File: src/rtl/nibble_serial_adder_pkg.sv
// Shared definitions for the nibble-serial adder: FSM encoding, digit width
// and the digit-index width helper.
package nibble_serial_adder_pkg;

    localparam int NIBBLE_W = 4;

    typedef enum logic [1:0] {
        ST_IDLE = 2'd0,
        ST_ADD  = 2'd1,
        ST_DONE = 2'd2
    } state_e;

    // Digit index needs ceil(log2(n)) bits, but never fewer than one.
    function automatic int idx_width(input int n);
        return (n > 1) ? $clog2(n) : 1;
    endfunction

endpackage

File: src/rtl/nibble_serial_adder_if.sv
// Operand/result handshake bundle for the nibble-serial adder.
interface nibble_serial_adder_if #(
    parameter int NIBBLES = 4
);
    localparam int W = 4 * NIBBLES;

    logic         in_valid;
    logic         in_ready;
    logic [W-1:0] a;
    logic [W-1:0] b;
    logic         cin;
    logic         out_valid;
    logic         out_ready;
    logic [W-1:0] sum;
    logic         cout;

    modport master (
        output in_valid, a, b, cin, out_ready,
        input  in_ready, out_valid, sum, cout
    );

    modport slave (
        input  in_valid, a, b, cin, out_ready,
        output in_ready, out_valid, sum, cout
    );
endinterface

File: src/rtl/nibble_serial_adder_cla4.sv
// Purely combinational 4-bit carry-lookahead adder used for one digit per cycle.
module nibble_serial_adder_cla4 (
    input  logic [3:0] a,
    input  logic [3:0] b,
    input  logic       cin,
    output logic [3:0] sum,
    output logic       cout
);
    logic [3:0] p;
    logic [3:0] g;
    logic [4:0] c;

    assign p = a ^ b;
    assign g = a & b;

    // Every carry is a flat sum-of-products of g/p/cin, no ripple chain.
    assign c[0] = cin;
    assign c[1] = g[0] | (p[0] & cin);
    assign c[2] = g[1] | (p[1] & g[0]) | (p[1] & p[0] & cin);
    assign c[3] = g[2] | (p[2] & g[1]) | (p[2] & p[1] & g[0])
                | (p[2] & p[1] & p[0] & cin);
    assign c[4] = g[3] | (p[3] & g[2]) | (p[3] & p[2] & g[1])
                | (p[3] & p[2] & p[1] & g[0]) | (p[3] & p[2] & p[1] & p[0] & cin);

    assign sum  = p ^ c[3:0];
    assign cout = c[4];
endmodule

File: src/rtl/nibble_serial_adder.sv
// Digit-serial adder: captures a/b/cin, adds one 4-bit digit per cycle through
// a single CLA, then holds sum/cout until the consumer takes them.
module nibble_serial_adder
    import nibble_serial_adder_pkg::*;
#(
    parameter int NIBBLES = 4
) (
    input  logic                  clk,
    input  logic                  rst,
    nibble_serial_adder_if.slave  bus
);
    localparam int                W        = NIBBLE_W * NIBBLES;
    localparam int                IDX_W    = idx_width(NIBBLES);
    localparam logic [IDX_W-1:0]  LAST_IDX = IDX_W'(NIBBLES - 1);

    state_e               state_q, state_d;
    logic [W-1:0]         a_q, a_d, b_q, b_d, sum_q, sum_d;
    logic                 carry_q, carry_d, cout_q, cout_d;
    logic [IDX_W-1:0]     idx_q, idx_d;

    logic [NIBBLE_W-1:0]  a_dig [NIBBLES];
    logic [NIBBLE_W-1:0]  b_dig [NIBBLES];
    logic [NIBBLES-1:0]   dig_we;
    logic [NIBBLE_W-1:0]  dig_a, dig_b, dig_sum;
    logic                 dig_cout;
    logic                 accept, last_digit;
    logic                 in_ready, out_valid;

    assign accept     = (state_q == ST_IDLE) && bus.in_valid;
    assign last_digit = (idx_q == LAST_IDX);

    // Per-digit slicing of the captured operands and write-back into sum.
    generate
        for (genvar gi = 0; gi < NIBBLES; gi++) begin : g_digit
            assign a_dig[gi]  = a_q[gi*NIBBLE_W +: NIBBLE_W];
            assign b_dig[gi]  = b_q[gi*NIBBLE_W +: NIBBLE_W];
            assign dig_we[gi] = (state_q == ST_ADD) && (idx_q == IDX_W'(gi));
            assign sum_d[gi*NIBBLE_W +: NIBBLE_W] =
                dig_we[gi] ? dig_sum : sum_q[gi*NIBBLE_W +: NIBBLE_W];
        end
    endgenerate

    assign dig_a = a_dig[idx_q];
    assign dig_b = b_dig[idx_q];

    nibble_serial_adder_cla4 u_cla (
        .a    (dig_a),
        .b    (dig_b),
        .cin  (carry_q),
        .sum  (dig_sum),
        .cout (dig_cout)
    );

    always_ff @(posedge clk) begin
        if (rst) begin
            state_q <= ST_IDLE;
        end else begin
            state_q <= state_d;
        end
    end

    always_comb begin
        state_d = state_q;
        case (state_q)
            ST_IDLE: if (bus.in_valid)  state_d = ST_ADD;
            ST_ADD:  if (last_digit)    state_d = ST_DONE;
            ST_DONE: if (bus.out_ready) state_d = ST_IDLE;
            default:                    state_d = ST_IDLE;
        endcase
    end

    always_comb begin
        in_ready  = (state_q == ST_IDLE);
        out_valid = (state_q == ST_DONE);
    end

    always_comb begin
        a_d     = accept ? bus.a : a_q;
        b_d     = accept ? bus.b : b_q;
        carry_d = carry_q;
        idx_d   = idx_q;
        cout_d  = cout_q;
        if (accept) begin
            carry_d = bus.cin;
            idx_d   = '0;
        end else if (state_q == ST_ADD) begin
            carry_d = dig_cout;
            idx_d   = idx_q + 1'b1;
            if (last_digit) cout_d = dig_cout;
        end
    end

    always_ff @(posedge clk) begin
        if (rst) begin
            a_q     <= '0;
            b_q     <= '0;
            sum_q   <= '0;
            carry_q <= 1'b0;
            cout_q  <= 1'b0;
            idx_q   <= '0;
        end else begin
            a_q     <= a_d;
            b_q     <= b_d;
            sum_q   <= sum_d;
            carry_q <= carry_d;
            cout_q  <= cout_d;
            idx_q   <= idx_d;
        end
    end

    assign bus.in_ready  = in_ready;
    assign bus.out_valid = out_valid;
    assign bus.sum       = sum_q;
    assign bus.cout      = cout_q;
endmodule

File: src/flat_wrapper.sv
// flat-port wrapper written by rule: the top's interface ports become plain ports
module nibble_serial_adder_flat import nibble_serial_adder_pkg::*;
#(
    parameter int NIBBLES = 4
)
  (clk, rst, bus_in_valid, bus_a, bus_b, bus_cin, bus_out_ready, bus_in_ready, bus_out_valid, bus_sum, bus_cout);
  nibble_serial_adder_if #(.NIBBLES(NIBBLES)) bus_i ();
  input  logic clk;
  input  logic rst;
  input wire logic [$bits(bus_i.in_valid)-1:0] bus_in_valid;
  input wire logic [$bits(bus_i.a)-1:0] bus_a;
  input wire logic [$bits(bus_i.b)-1:0] bus_b;
  input wire logic [$bits(bus_i.cin)-1:0] bus_cin;
  input wire logic [$bits(bus_i.out_ready)-1:0] bus_out_ready;
  output wire logic [$bits(bus_i.in_ready)-1:0] bus_in_ready;
  output wire logic [$bits(bus_i.out_valid)-1:0] bus_out_valid;
  output wire logic [$bits(bus_i.sum)-1:0] bus_sum;
  output wire logic [$bits(bus_i.cout)-1:0] bus_cout;
  assign bus_i.in_valid = bus_in_valid;
  assign bus_i.a = bus_a;
  assign bus_i.b = bus_b;
  assign bus_i.cin = bus_cin;
  assign bus_i.out_ready = bus_out_ready;
  assign bus_in_ready = bus_i.in_ready;
  assign bus_out_valid = bus_i.out_valid;
  assign bus_sum = bus_i.sum;
  assign bus_cout = bus_i.cout;
  nibble_serial_adder #(.NIBBLES(NIBBLES)) u_core (.clk(clk), .rst(rst), .bus(bus_i));
endmodule
File: config.mk
export PLATFORM = sky130hd
export DESIGN_NAME = nibble_serial_adder_flat
export DESIGN_NICKNAME = d
export VERILOG_FILES = /design/src/rtl/nibble_serial_adder_pkg.sv /design/src/rtl/nibble_serial_adder_if.sv /design/src/rtl/nibble_serial_adder_cla4.sv /design/src/rtl/nibble_serial_adder.sv /design/src/flat_wrapper.sv
export SDC_FILE = /design/constraint.sdc
export NUM_CORES = 1
export LEC_CHECK = 0
export ABC_CLOCK_PERIOD_IN_PS = 4800
export CAP_MARGIN = 0
export CORE_AREA = 2 2 67 75
export CTS_CLUSTER_DIAMETER = 40
export DETAILED_ROUTE_END_ITERATION = 10
export DIE_AREA = 0 0 69 77
export PLACE_DENSITY = 0.86
export SYNTH_ARGS = -nofsm -noshare
export SYNTH_HDL_FRONTEND = slang
export SYNTH_SLANG_ARGS = --single-unit
File: constraint.sdc
create_clock -name clk -period 4.8 [get_ports clk]
set_input_delay 0.96 -clock clk [delete_from_list [all_inputs] [get_ports clk]]
set_output_delay 0.96 -clock clk [all_outputs]
set_load 0.05 [all_outputs]
Word-level counts from Yosys, hierarchy flattened
Cells that the tools add are included.

storage, ports and cells
  register bits after elaboration = 54
  input bits = 37
  output and inout port bits = 19
  logic and storage cells = 74

cells by class
  add/sub/neg operators = 1
  order comparisons = 1
  eq/ne operators = 8
  mux-type cells = 12
  bitwise logic cells = 31
  reduce and logical (&&, ||, !) cells = 11

operators with widths
  kind                 number
  $and 1x1->1          16
  $bmux 4 s2           2
  $mux 4               4
  $or 1x1->1           10
  $xor 4x4->4          2
  $eq 2x2->1 const B   3
  $mux 2               3
  $pmux 2 s3           1
  $reduce_and 3->1     2
  $logic_and 1x1->1    5
  $and 4x4->4          1
  $eq 2x1->1 const B   2
  $logic_not 2->1      2
  $ne 2x2->1 const B   2
  $ge 3x3->1 const B   1
  $not 2->3            1
  $add 2x1->2 const B  1
  $mux 1               2
  $ne 2x1->1 const B   1
  $reduce_bool 2->1    1
  $reduce_or 2->1      1
  $not 1->1            1

Longest topological paths before layout
  depth after elaboration = 12
  mapped depth = 7
  mapped depth without buffers = 6

Modules after synthesis
A second synthesis with hierarchy kept.

unflattened totals
  cells, all modules = 270
  area total of the unflattened synthesis = 2,353.5 um^2

modules (own cells, without submodules)
  module                    times used  cells each  area an instance (um^2)  sequential area each (um^2)
  nibble_serial_adder       1           253         2,205.9                  1,081.0
  nibble_serial_adder_cla4  1           17          147.6                    0.0

Worst setup path after synthesis
No wires, ideal clock.

  kind = reg-to-reg
  start point = reg u_core.idx_q[0]
  end point = reg u_core.sum_q[14] (netlist: u_core.bus.sum[14])
  library setup time = 0.069 ns
  arrival = 2.253 ns
  data required time = 4.731 ns
  setup slack = 2.478 ns
  stages on the path, launching flop included = 8
  path buffers = 1
  clock period less this slack = 2.322 ns
  path through = dfxtp_1 > buf_2 > mux4_2 > ha_1 > a211oi_1 > nor2_1 > or3_4 > o21ai_1

between the ends
  cells in the longest elaborated chain, start to end = 9
  elaborated cells on any way between the ends = 17
  those cells by class = 1 x eq/ne; 6 x mux; 9 x bitwise; 1 x reduce/logical

RTL lines
  element                                            RTL line                                                        text
  start: declaration                                 nibble_serial_adder.sv:19                                       logic [IDX_W-1:0] idx_q, idx_d;
  start signal: assignment                           nibble_serial_adder.sv:107                                      idx_q <= idx_d;
  $not 2->3 (implied by the code)                    nibble_serial_adder.sv:43, nibble_serial_adder.sv:44
  $bmux 4 s2 (on tied branches)                      nibble_serial_adder.sv:43, nibble_serial_adder.sv:44
  $mux 4 (on tied branches) (2 in series)            nibble_serial_adder.sv:43, nibble_serial_adder.sv:44
  $xor 4x4->4 / $and 4x4->4 (equally long branches)  nibble_serial_adder_cla4.sv:13, nibble_serial_adder_cla4.sv:14
  $and 1x1->1                                        nibble_serial_adder_cla4.sv:19                                  assign c[2] = g[1] | (p[1] & g[0]) | (p[1] & p[0] & cin);
  $or 1x1->1 / $and 1x1->1 (equally long branches)   nibble_serial_adder_cla4.sv:19
  $or 1x1->1                                         nibble_serial_adder_cla4.sv:19
  $xor 4x4->4                                        nibble_serial_adder_cla4.sv:25                                  assign sum = p ^ c[3:0];
  end signal: assignment                             nibble_serial_adder.sv:104                                      sum_q <= sum_d;
  end: declaration                                   nibble_serial_adder.sv:17                                       logic [W-1:0] a_q, a_d, b_q, b_d, sum_q, sum_d;

Parallel ways exist; a longest one is shown, timed or not. The select of a mux whose other input is x is not followed.
A chain may end at the register's enable or synchronous reset.

Worst setup path after layout
  start point = reg u_core.state_q[1]
  end point = out bus_out_valid

between the ends
  cells in the longest elaborated chain, start to end = 1

RTL lines
  element                   RTL line                   text
  start: declaration        nibble_serial_adder.sv:16  state_e state_q, state_d;
  start signal: assignment  nibble_serial_adder.sv:58  state_q <= state_d;
  $eq 2x2->1                nibble_serial_adder.sv:74  out_valid = (state_q == ST_DONE);
  end: declaration          flat_wrapper.sv:16         output wire logic [$bits(bus_i.out_valid)-1:0] bus_out_valid;

Every way passes these cells.

==> results.ini <==
[status]
status = completed

[synth]
synth_nets = 309
syn_area_um2 = 2320
synth_compound_area_frac = 0.155
synth-xor-area-share = 0.00753
synth.distinct_cells = 30
synth_top_family_by_area = simple AND/OR/NAND/NOR gates
ys.flop_type = dfxtp_1
synthSimpleGateAreaFrac = 0.201
syn_area_per_cell_um2 = 8.84
ys_seq_elements = 54
synth_fa_ha_area_frac = 0.0517
netlist_instances = 263
async_reset_ff_frac = 0
synth_edf_count = 0
synthMuxAreaShare = 0.0775
synth-seq-area-share = 0.465
yosysWarningCount = 0

[pwr]
p_sw_mw = 0.227
p_int_mw = 0.655
swShare = 0.258
p_seq_frac = 0.549
ir_worst_vdd_mv = 0.143
clkPwrFrac = 0.288
p_leak_nw = 1.06
power.total_mw = 0.882
p_comb_frac = 0.164
power_density_nw_per_um2 = 296

[grt]
grt_max_degree = 36
met3_usage = 0.0473
grt_util_met2 = 0.328
gr-total-overflow = 0
grt_most_used_layer = met2
grt_pass1_vias = 1828
grt_usage = 0.188
antenna_found_initial = 0
grt_pass1_wl_mm = 8.07
use_met1 = 0.218

[floorplanning]
die_x_um = 69
core_region_area_um2 = 4550
rows = 26
start_util = 0.510
num_io_pins = 56
fp.dieH_um = 77
dieArea_um2 = 5310

[setup_path]
critPathMaxStageDelay_ns = 0.83
r2r-start = u_core.idx_q[0]
r2r_cells = 6
critPathKind = reg -> out
critPathMaxFanout = 5
critPathLaunchType = flip-flop
arrival_ns = 1.77
cp.required_ns = 3.84
cpMaxStageDelayCell = clkdlybuf4s50_1
rrSetupSlack_ns = 2.15
worstReg2RegEnd = u_core.bus.sum[10]
end_kind = output pin
crit_chain = nor2b_1 > clkdlybuf4s50_1

[sta]
timing.setup.tns_ns = 0
timing.final.crit_share = 0.568
setup_viol = 0
whs_ns = 0.456
finalCriticalPeriod_ns = 2.73
slew_headroom = 0.336
drv_slew = 0
rsz0062_at_grt = no
hold_viol = 0
worst_pin_slew_ns = 0.994
fmax_mhz = 366
skew_ns = 0.00508

[finish]
nets = 357
drive_gt1_frac = 0.0609
n_antenna_cell = 0
final_cells = 368
fin_area_um2 = 2980
areaGrowthSynthToFinish_pct = 28.0

[placement]
dpl_cell_area_um2 = 2890
place_inst = 360
port_buffers = 55
hpwl_mm = 3.41
routabilityCongestion = 0.805

[hold_path]
min_from = u_core.b_q[12]
hp-class = reg -> reg
holdPathEnd = u_core.b_q[12]
holdPathStages = 2

[cts]
ctsResizeCount = 0
clk_pin_slew_ns = 0.09
cts_made_buffers = 5
cts_htree_levels = 2
cts_sinks = 54
clockRootBuffer = clkbuf_8
ctsHoldBuffers = 0
cts_tree = done
cts.path.max_buffers = 2
worstSkewPairLatency_ns = 0.30
postCtsSetupBuffers = 0

[detailed_routing]
drc_errors = 0
post_drt_wl_per_cell_um = 12.8
drt-total-wl_mm = 4.72
ant_nets = 0
drt_pass1_iterations = 4
drt-vias-per-instance = 5.32
num_vias = 1958
drt-initial-drc-count = 122

[job]
drv_cap = 0

[layout by cell type (no fill, tap or decap), types with 6 or more instances in the layout]
| cell type | synthesis | routed |
|---|---|---|
| clkbuf_8 | 0 | 6 |
| nor2_1 | 6 | 6 |
| clkdlybuf4s50_1 | 0 | 55 |
| a21oi_1 | 43 | 43 |
| mux4_2 | 8 | 8 |
| inv_1 | 6 | 6 |
| nand3b_1 | 8 | 8 |
| nand2_1 | 74 | 74 |
| ha_1 | 8 | 8 |
| o21ai_0 | 7 | 7 |
| dfxtp_1 | 54 | 54 |
[metrics by stage]
stage	util	setup slack (ns)
after global placement	0.634	2.03
after floorplan	-	2.48
after CTS	0.654	2.07
after global routing	0.654	1.97
after detailed placement	0.634	1.95
final	0.654	2.07
[cells by family (layout without fill, tap and decap cells)]
| family | Yosys count | in the layout |
|---|---|---|
| and+or+nand+nor | 103 | 103 |
| AOI/OAI and AO/OA | 65 | 65 |
| DFF | 54 | 54 |
| buffers and inverters | 22 | 71 |
| adders and majority gates | 9 | 9 |
| muxes | 8 | 8 |
| xor gates and xnor gates | 2 | 2 |
[layer usage]
layer / share of wire / vias up
li1: - / 1000
met1: 0.43 / 895
met2: 0.50 / 57
met3: 0.054 / 6
met4: 0.015 / 0
met5: 0 / -
[worst max path at each step]
stage / from / endpoint / slack (ns) / cells after the start
floorplan: u_core.idx_q[0] / u_core.bus.sum[14] / 2.48 / 7
global placement: rst / u_core.bus.sum[11] / 2.03 / 4
detailed placement: rst / u_core.bus.sum[10] / 1.95 / 4
CTS: u_core.state_q[1] / bus_out_valid / 2.07 / 2
global route: u_core.idx_q[0] / u_core.bus.sum[14] / 1.97 / 6
finish: u_core.state_q[1] / bus_out_valid / 2.07 / 2
[final cells by class]
cell class / count / area, um2
tap: 56 / 70.1
inverter: 6 / 22.5
timing repair buffer: 57 / 566
clock buffer: 7 / 86.3
multi-input combinational: 187 / 1150
sequential: 54 / 1080
clock inverter: 1 / 5.00
fill: 419 / 1580
[power groups by stage]
stage | Clock, mW | Sequential [mW] | Combinational [mW]
2_1_floorplan | 0 | 0.500 | 0.0846
5_1_grt | 0.277 | 0.487 | 0.159
3_3_place_gp | 0 | 0.494 | 0.141
3_5_place_dp | 0 | 0.495 | 0.144
4_1_cts | 0.263 | 0.484 | 0.144
6_report | 0.254 | 0.484 | 0.145
[flip-flops by register name, summed over array words and instances (netlist names)]
| register | count |
|---|---|
| u_core.b_q | 16 |
| u_core.carry_q | 1 |
| u_core.bus.sum | 16 |
| u_core.a_q | 16 |
| u_core.idx_q | 2 |
| u_core.bus.cout | 1 |
| u_core.state_q | 2 |
[worst max-delay path: cells and delay by family, from the launching register on]
family,cells,cell delay [ns]
buffers and inverters,1,0.83
flip-flops,1,0.43
AND/OR/NAND/NOR,1,0.21
[synthesized netlist by cell type (5+ instances only)]
master | instances | area share
a21oi_1 | 43 | 0.093
a311oi_1 | 5 | 0.019
buf_2 | 9 | 0.019
clkbuf_1 | 6 | 0.0097
dfxtp_1 | 54 | 0.47
ha_1 | 8 | 0.043
inv_1 | 6 | 0.0097
mux4_2 | 8 | 0.078
nand2_1 | 74 | 0.12
nand3b_1 | 8 | 0.026
nor2_1 | 6 | 0.0097
o21ai_0 | 7 | 0.015
No activity file was read; power rests on OpenSTA's default activity.
